**src/rtl/sevenseg_scan_driver.sv**
```systemverilog
// sevenseg_scan_driver: 4-digit multiplexed hex display with frame-aligned updates and digit dead-time
module sevenseg_scan_driver #(
  parameter int BLANK_CYCLES = 4,
  parameter bit LZ_BLANK = 1'b1,
  parameter bit ACTIVE_LOW = 1'b1
) (
  input  logic        clock,
  input  logic        reset,
  input  logic [1:0]  digit_sel,
  input  logic [15:0] data_in,
  input  logic [3:0]  dp_in,
  input  logic        data_valid,
  output logic        data_ready,
  output logic [3:0]  anode,
  output logic [6:0]  segments,
  output logic        dp,
  output logic        frame_done
);
  localparam logic [0:0] BLANK = 1'b0;
  localparam logic [0:0] DRIVE = 1'b1;
  localparam logic [3:0] BC = 4'(BLANK_CYCLES);
  localparam logic [6:0] HEX [16] = '{7'h3F, 7'h06, 7'h5B, 7'h4F, 7'h66, 7'h6D, 7'h7D, 7'h07,
                                      7'h7F, 7'h6F, 7'h77, 7'h7C, 7'h39, 7'h5E, 7'h79, 7'h71};
  logic [15:0] disp, pend, disp_n;
  logic [3:0]  dpr, pend_dp, dpr_n, cnt, cnt_n, supp, an_hi;
  logic [1:0]  prev_sel;
  logic [0:0]  state, state_n;
  logic [6:0]  seg_hi;
  logic        accept, change, boundary, load, on, dp_hi;
  assign accept   = data_valid & data_ready;
  assign change   = digit_sel != prev_sel;
  assign boundary = prev_sel == 2'd3 && digit_sel == 2'd0;
  assign load     = boundary & ~data_ready;
  // Outputs are registered from next-state values so the dark window is exactly BLANK_CYCLES+1
  always_comb begin
    disp_n  = load ? pend : disp;
    dpr_n   = load ? pend_dp : dpr;
    state_n = change ? BLANK : (state == BLANK && cnt == 4'd0) ? DRIVE : state;
    cnt_n   = change ? BC : (state == BLANK && cnt != 4'd0) ? cnt - 4'd1 : cnt;
    supp    = 4'b0000;
    supp[3] = LZ_BLANK && disp_n[15:12] == 4'd0 && !dpr_n[3];
    supp[2] = supp[3] && disp_n[11:8] == 4'd0 && !dpr_n[2];
    supp[1] = supp[2] && disp_n[7:4] == 4'd0 && !dpr_n[1];
    on      = state_n == DRIVE && !supp[digit_sel];
    an_hi   = on ? 4'b0001 << digit_sel : 4'b0000;
    seg_hi  = on ? HEX[disp_n[{digit_sel, 2'b00} +: 4]] : 7'h00;
    dp_hi   = on & dpr_n[digit_sel];
  end
  always_ff @(posedge clock or negedge reset) begin
    if (!reset) begin
      disp       <= '0;
      dpr        <= '0;
      pend       <= '0;
      pend_dp    <= '0;
      data_ready <= 1'b1;
      prev_sel   <= '0;
      cnt        <= BC;
      state      <= BLANK;
      frame_done <= 1'b0;
      anode      <= {4{ACTIVE_LOW}};
      segments   <= {7{ACTIVE_LOW}};
      dp         <= ACTIVE_LOW;
    end else begin
      disp       <= disp_n;
      dpr        <= dpr_n;
      pend       <= accept ? data_in : pend;
      pend_dp    <= accept ? dp_in : pend_dp;
      data_ready <= accept ? 1'b0 : load ? 1'b1 : data_ready;
      prev_sel   <= digit_sel;
      cnt        <= cnt_n;
      state      <= state_n;
      frame_done <= boundary;
      anode      <= an_hi ^ {4{ACTIVE_LOW}};
      segments   <= seg_hi ^ {7{ACTIVE_LOW}};
      dp         <= dp_hi ^ ACTIVE_LOW;
    end
  end
endmodule
```
**config.mk**
```make
export PLATFORM = sky130hd
export DESIGN_NAME = sevenseg_scan_driver
export DESIGN_NICKNAME = d
export VERILOG_FILES = /design/src/rtl/sevenseg_scan_driver.sv
export SDC_FILE = /design/constraint.sdc
export NUM_CORES = 1
export LEC_CHECK = 0
export ABC_AREA = 1
export ABC_CLOCK_PERIOD_IN_PS = 4480
export CORE_UTILIZATION = 34
export DETAILED_ROUTE_END_ITERATION = 7
export SETUP_SLACK_MARGIN = 0.2
export SLEW_MARGIN = 0
export SYNTH_ARGS = -nofsm -noshare
export SYNTH_HDL_FRONTEND = slang
export SYNTH_SLANG_ARGS = --single-unit
```
**constraint.sdc**
```tcl
create_clock -name clock -period 4.48 [get_ports clock]
set_input_delay 0.448 -clock clock [delete_from_list [all_inputs] [get_ports clock]]
set_output_delay 0.448 -clock clock [all_outputs]
set_load 0.02 [all_outputs]
```
==> out/qor.tcl <==
set qor(status) {finished clean}
set qor(wirelength_um) 5889
set qor(final_cell_area_mm2) 0.003676
set qor(synth_seq_cells) 61
set qor(final.min_clock_period_ns) 2.767
set qor(period_share_pct) 61.75
set qor(fillCellCount) 868
set qor(grt_setup_unrepaired) {false}
set qor(pwr_density_cell_mw_per_mm2) 462.4
set qor(finClkSkew_ns) 0.01105
set qor(cts_max_path_buffers) 2
set qor(cpPeakStageDelay_ns) 0.53
set qor(p_leak_nw) 1.823
set qor(maxCapViolCount) 0
set qor(mostFrequentLayoutCell) {nand2_1}
set qor(post-route-drc-count) 0
set qor(placement_stage_cell_area_mm2) 0.003465
set qor(yosysUniqueCellTypes) 35
set qor(sw_share_pct) 31.77
set qor(series_of_cell_instances_along_the_critical_path) {clkdlybuf4s50_1 -> nor2_4 -> nand3_4 -> nand2_1 -> nand2_1 -> nand2_1 -> nand2_1 -> nor2_2 -> inv_1 -> ha_1 -> nand2_1 -> nand2_1 -> o21ai_1 -> nand2_2}
set qor(overflow) 0
set qor(netlist_area_mm2) 0.003015
set qor(largest_net_degree_at_the_start_of_global_routing) 62
set qor(grt_first_pass_wirelength_um) 10210
set qor(floorplan_die_area_mm2) 0.009250
set qor(timing.final.max_slew_violations) 0
set qor(clock_insertion_delay_worst_skew_ns) 0.35
set qor(leading_cell_types_in_the_layout_fill_and_taps_excluded) {nand2_1 (77), inv_1 (59), dfrtp_1 (47)}
set qor(initial_standard_cell_utilization_of_the_core_pct) 35.98
set qor(power.ir.vdd_worst_mv) 0.2193
set qor(worstMarginPinSlew_ns) 1.026
set qor(totalNegativeSetupSlack_ns) 0
set qor(finish.net_count) 422
set qor(power.share.clock_pct) 30.0
set qor(groute.usage.overall_pct) 15.09
set qor(first_pass_iteration_count_of_the_detailed_router) 4
set qor(coreArea_mm2) 0.008382
set qor(wire_per_inst_um) 11.75
set qor(max_freq_mhz) 361.5
set qor(mapped_cells) 350
set qor(grt_pass1_vias) 2256
set qor(postSynthNetCount) 381
set qor(post_cts_buffers) 0
set qor(switching_power_mw) 0.5401
set qor(crit_path_start_kind) {input pin}
set qor(cts-buffers-inserted) 9
set qor(gp_routability_congestion) 0.8277
set qor(layout-drive-gt1-share_pct) 18.43
set qor(clk_transition_reported_paths_ns) 0.07
set qor(cts_hold_repair.buffers) 0
set qor(drt_initial_violations) 84
set qor(standard_cell_with_the_maximum_stage_delay_on_the_critical_path) {clkdlybuf4s50_1}
set qor(report.power.total_mw) 1.700
set qor(yosys_warnings) 0
set qor(fp.dieW_um) 96.18
set qor(insertedDiodeCount) 0
set qor(path_type_of_the_worst_min_delay_path) {in2async}
set qor(via_count) 2304
set qor(synth_seq_area_share_pct) 51.20
set qor(postRouteAntennaNets) 0
set qor(num_io_pins) 39
set qor(port_buffers) 38
set qor(vias_per_cell) 4.599
set qor(worstPathBufferInverterCount) 2
set qor(slew_headroom_pct) 31.45
set qor(seq_power_share_pct) 43.0
set qor(htree_levels) 3
set qor(power.internal_mw) 1.160
set qor(cp_top_family) {simple AND/OR/NAND/NOR gates}
set qor(criticalPathCategory) {in2reg}
set qor(syn_area_per_cell_um2) 8.615
set qor(critical_path_arrival_ns) 3.03
set qor(crit_required_ns) 4.75
set qor(ctsResizeCount) 0
set qor(num_rows) 33
set qor(antenna_found_initial) 0
set qor(critical_path.max_fanout) 30
set qor(setup_violations) 0
set qor(worst_setup_path_end_kind) {flip-flop}
set qor(combPwrFrac_pct) 27.0
set qor(clock_tree_from_tritoncts) {yes}
set qor(tritoncts_num_sinks) 61
set qor(layout_stage_area_growth_over_the_synthesis_result_pct) 21.91
set qor(timing_hold_violations_final) 0
set qor(clk_root_buffer_cell) {clkbuf_8}
set qor(dieHeight_um) 96.18
set qor(hpwl_um) 4282
set qor(critPathMostFrequentCell) {nand2_1}
-- kinds of logic after synthesis --
group                      after synthesis  synth area share, %
and+or+nand+nor                        167                26.60
buffers and inverters                   73                10.54
DFF                                     61                51.20
AOI/OAI and AO/OA                       36                6.639
muxes                                    6                2.241
adders and majority gates                6                2.490
xor gates and xnor gates                 1               0.2905
-- worst paths after layout --
path,cells after the start,start,slack [ns],endpoint
worst max-delay path,14,digit_sel[0],1.71,segments[5]$_DFF_PN1_
worst min-delay path,2,reset,0.25,pend[1]$_DFFE_PN0P_
worst max register to register,13,data_ready$_DFFE_PN1P_,2.03,segments[5]$_DFF_PN1_
worst min register to register,1,cnt[3]$_DFFE_PN0P_,0.47,cnt[3]$_DFFE_PN0P_
max in group asynchronous,2,reset,3.74,cnt[0]$_DFFE_PN0P_
min in group clock,1,cnt[3]$_DFFE_PN0P_,0.47,cnt[3]$_DFFE_PN0P_
-- Yosys cell counts --
master	n	area, um2
inv_4	1	6.260
nand2_2	18	112.6
nor4_1	1	6.260
nor2_2	2	12.51
inv_1	59	221.5
buf_6	3	33.78
ha_1	6	75.07
nor3_1	1	5.000
nand3_1	26	130.1
inv_2	2	7.510
nor2_4	3	33.78
a211oi_1	1	7.510
mux2_2	6	67.56
nand3_4	1	17.52
o21ai_1	4	20.02
o21ai_0	8	40.04
and2_1	3	18.77
nor2_8	1	20.02
clkinv_4	1	8.760
nor2_1	26	97.59
inv_6	1	8.760
buf_4	2	15.01
nand3_2	1	10.01
nand2_4	1	11.26
clkbuf_1	3	11.26
o22ai_1	1	6.260
nand2_1	77	289.0
a31oi_1	1	6.260
o21ai_2	4	35.03
xor2_1	1	8.760
buf_2	1	5.000
dfstp_2	14	367.9
dfrtp_1	47	1176
a21oi_1	17	85.08
nand4_1	6	37.54
-- flip-flops by register name, summed over array words and instances (netlist names), 2 cells and up --
name / flops
anode: 4
cnt: 4
disp: 16
dpr: 4
pend: 16
pend_dp: 4
prev_sel: 2
segments: 7
-- final cells by class --
class                   instances  area [um2]  area share [%]
well taps                     105       131.4           3.574
inverters                      64       252.7           6.875
clock inverters                 3       42.54           1.157
flip-flops and latches         61        1544           42.00
multi-input cells             216        1154           31.38
clock buffers                  13       168.9           4.595
repair buffers                 39       382.9           10.42
-- stage by stage --
stage	std cells	setup slack, ns	hold slack [ns]	utilization (%)
2_1_floorplan	350	2.485	0.1524	-
3_3_place_gp	485	1.507	0.4567	41.33
3_5_place_dp	485	1.348	0.4584	41.33
4_1_cts	501	1.693	0.2727	43.86
5_1_grt	501	1.471	0.3039	43.86
6_report	501	1.713	0.2478	43.86
-- per-layer routing --
metal / part of all wire [%] / track usage, % / vias up
met3: 5.1 / 5.450 / 11
met2: 44 / 23.17 / 59
met4: 1.9 / 6.841 / 0
li1: - / - / 1174
met1: 49 / 18.93 / 1060
met5: 0 / 0 / -
-- power by group through the flow --
stage / sequential (mW) / combinational, mW / clock (mW)
after floorplan: 0.738 / 0.334 / 0
after global placement: 0.738 / 0.452 / 0
after detailed placement: 0.742 / 0.460 / 0
after CTS: 0.732 / 0.464 / 0.529
after global routing: 0.742 / 0.529 / 0.551
final: 0.731 / 0.459 / 0.510
Power figures use the tool's default switching activity.
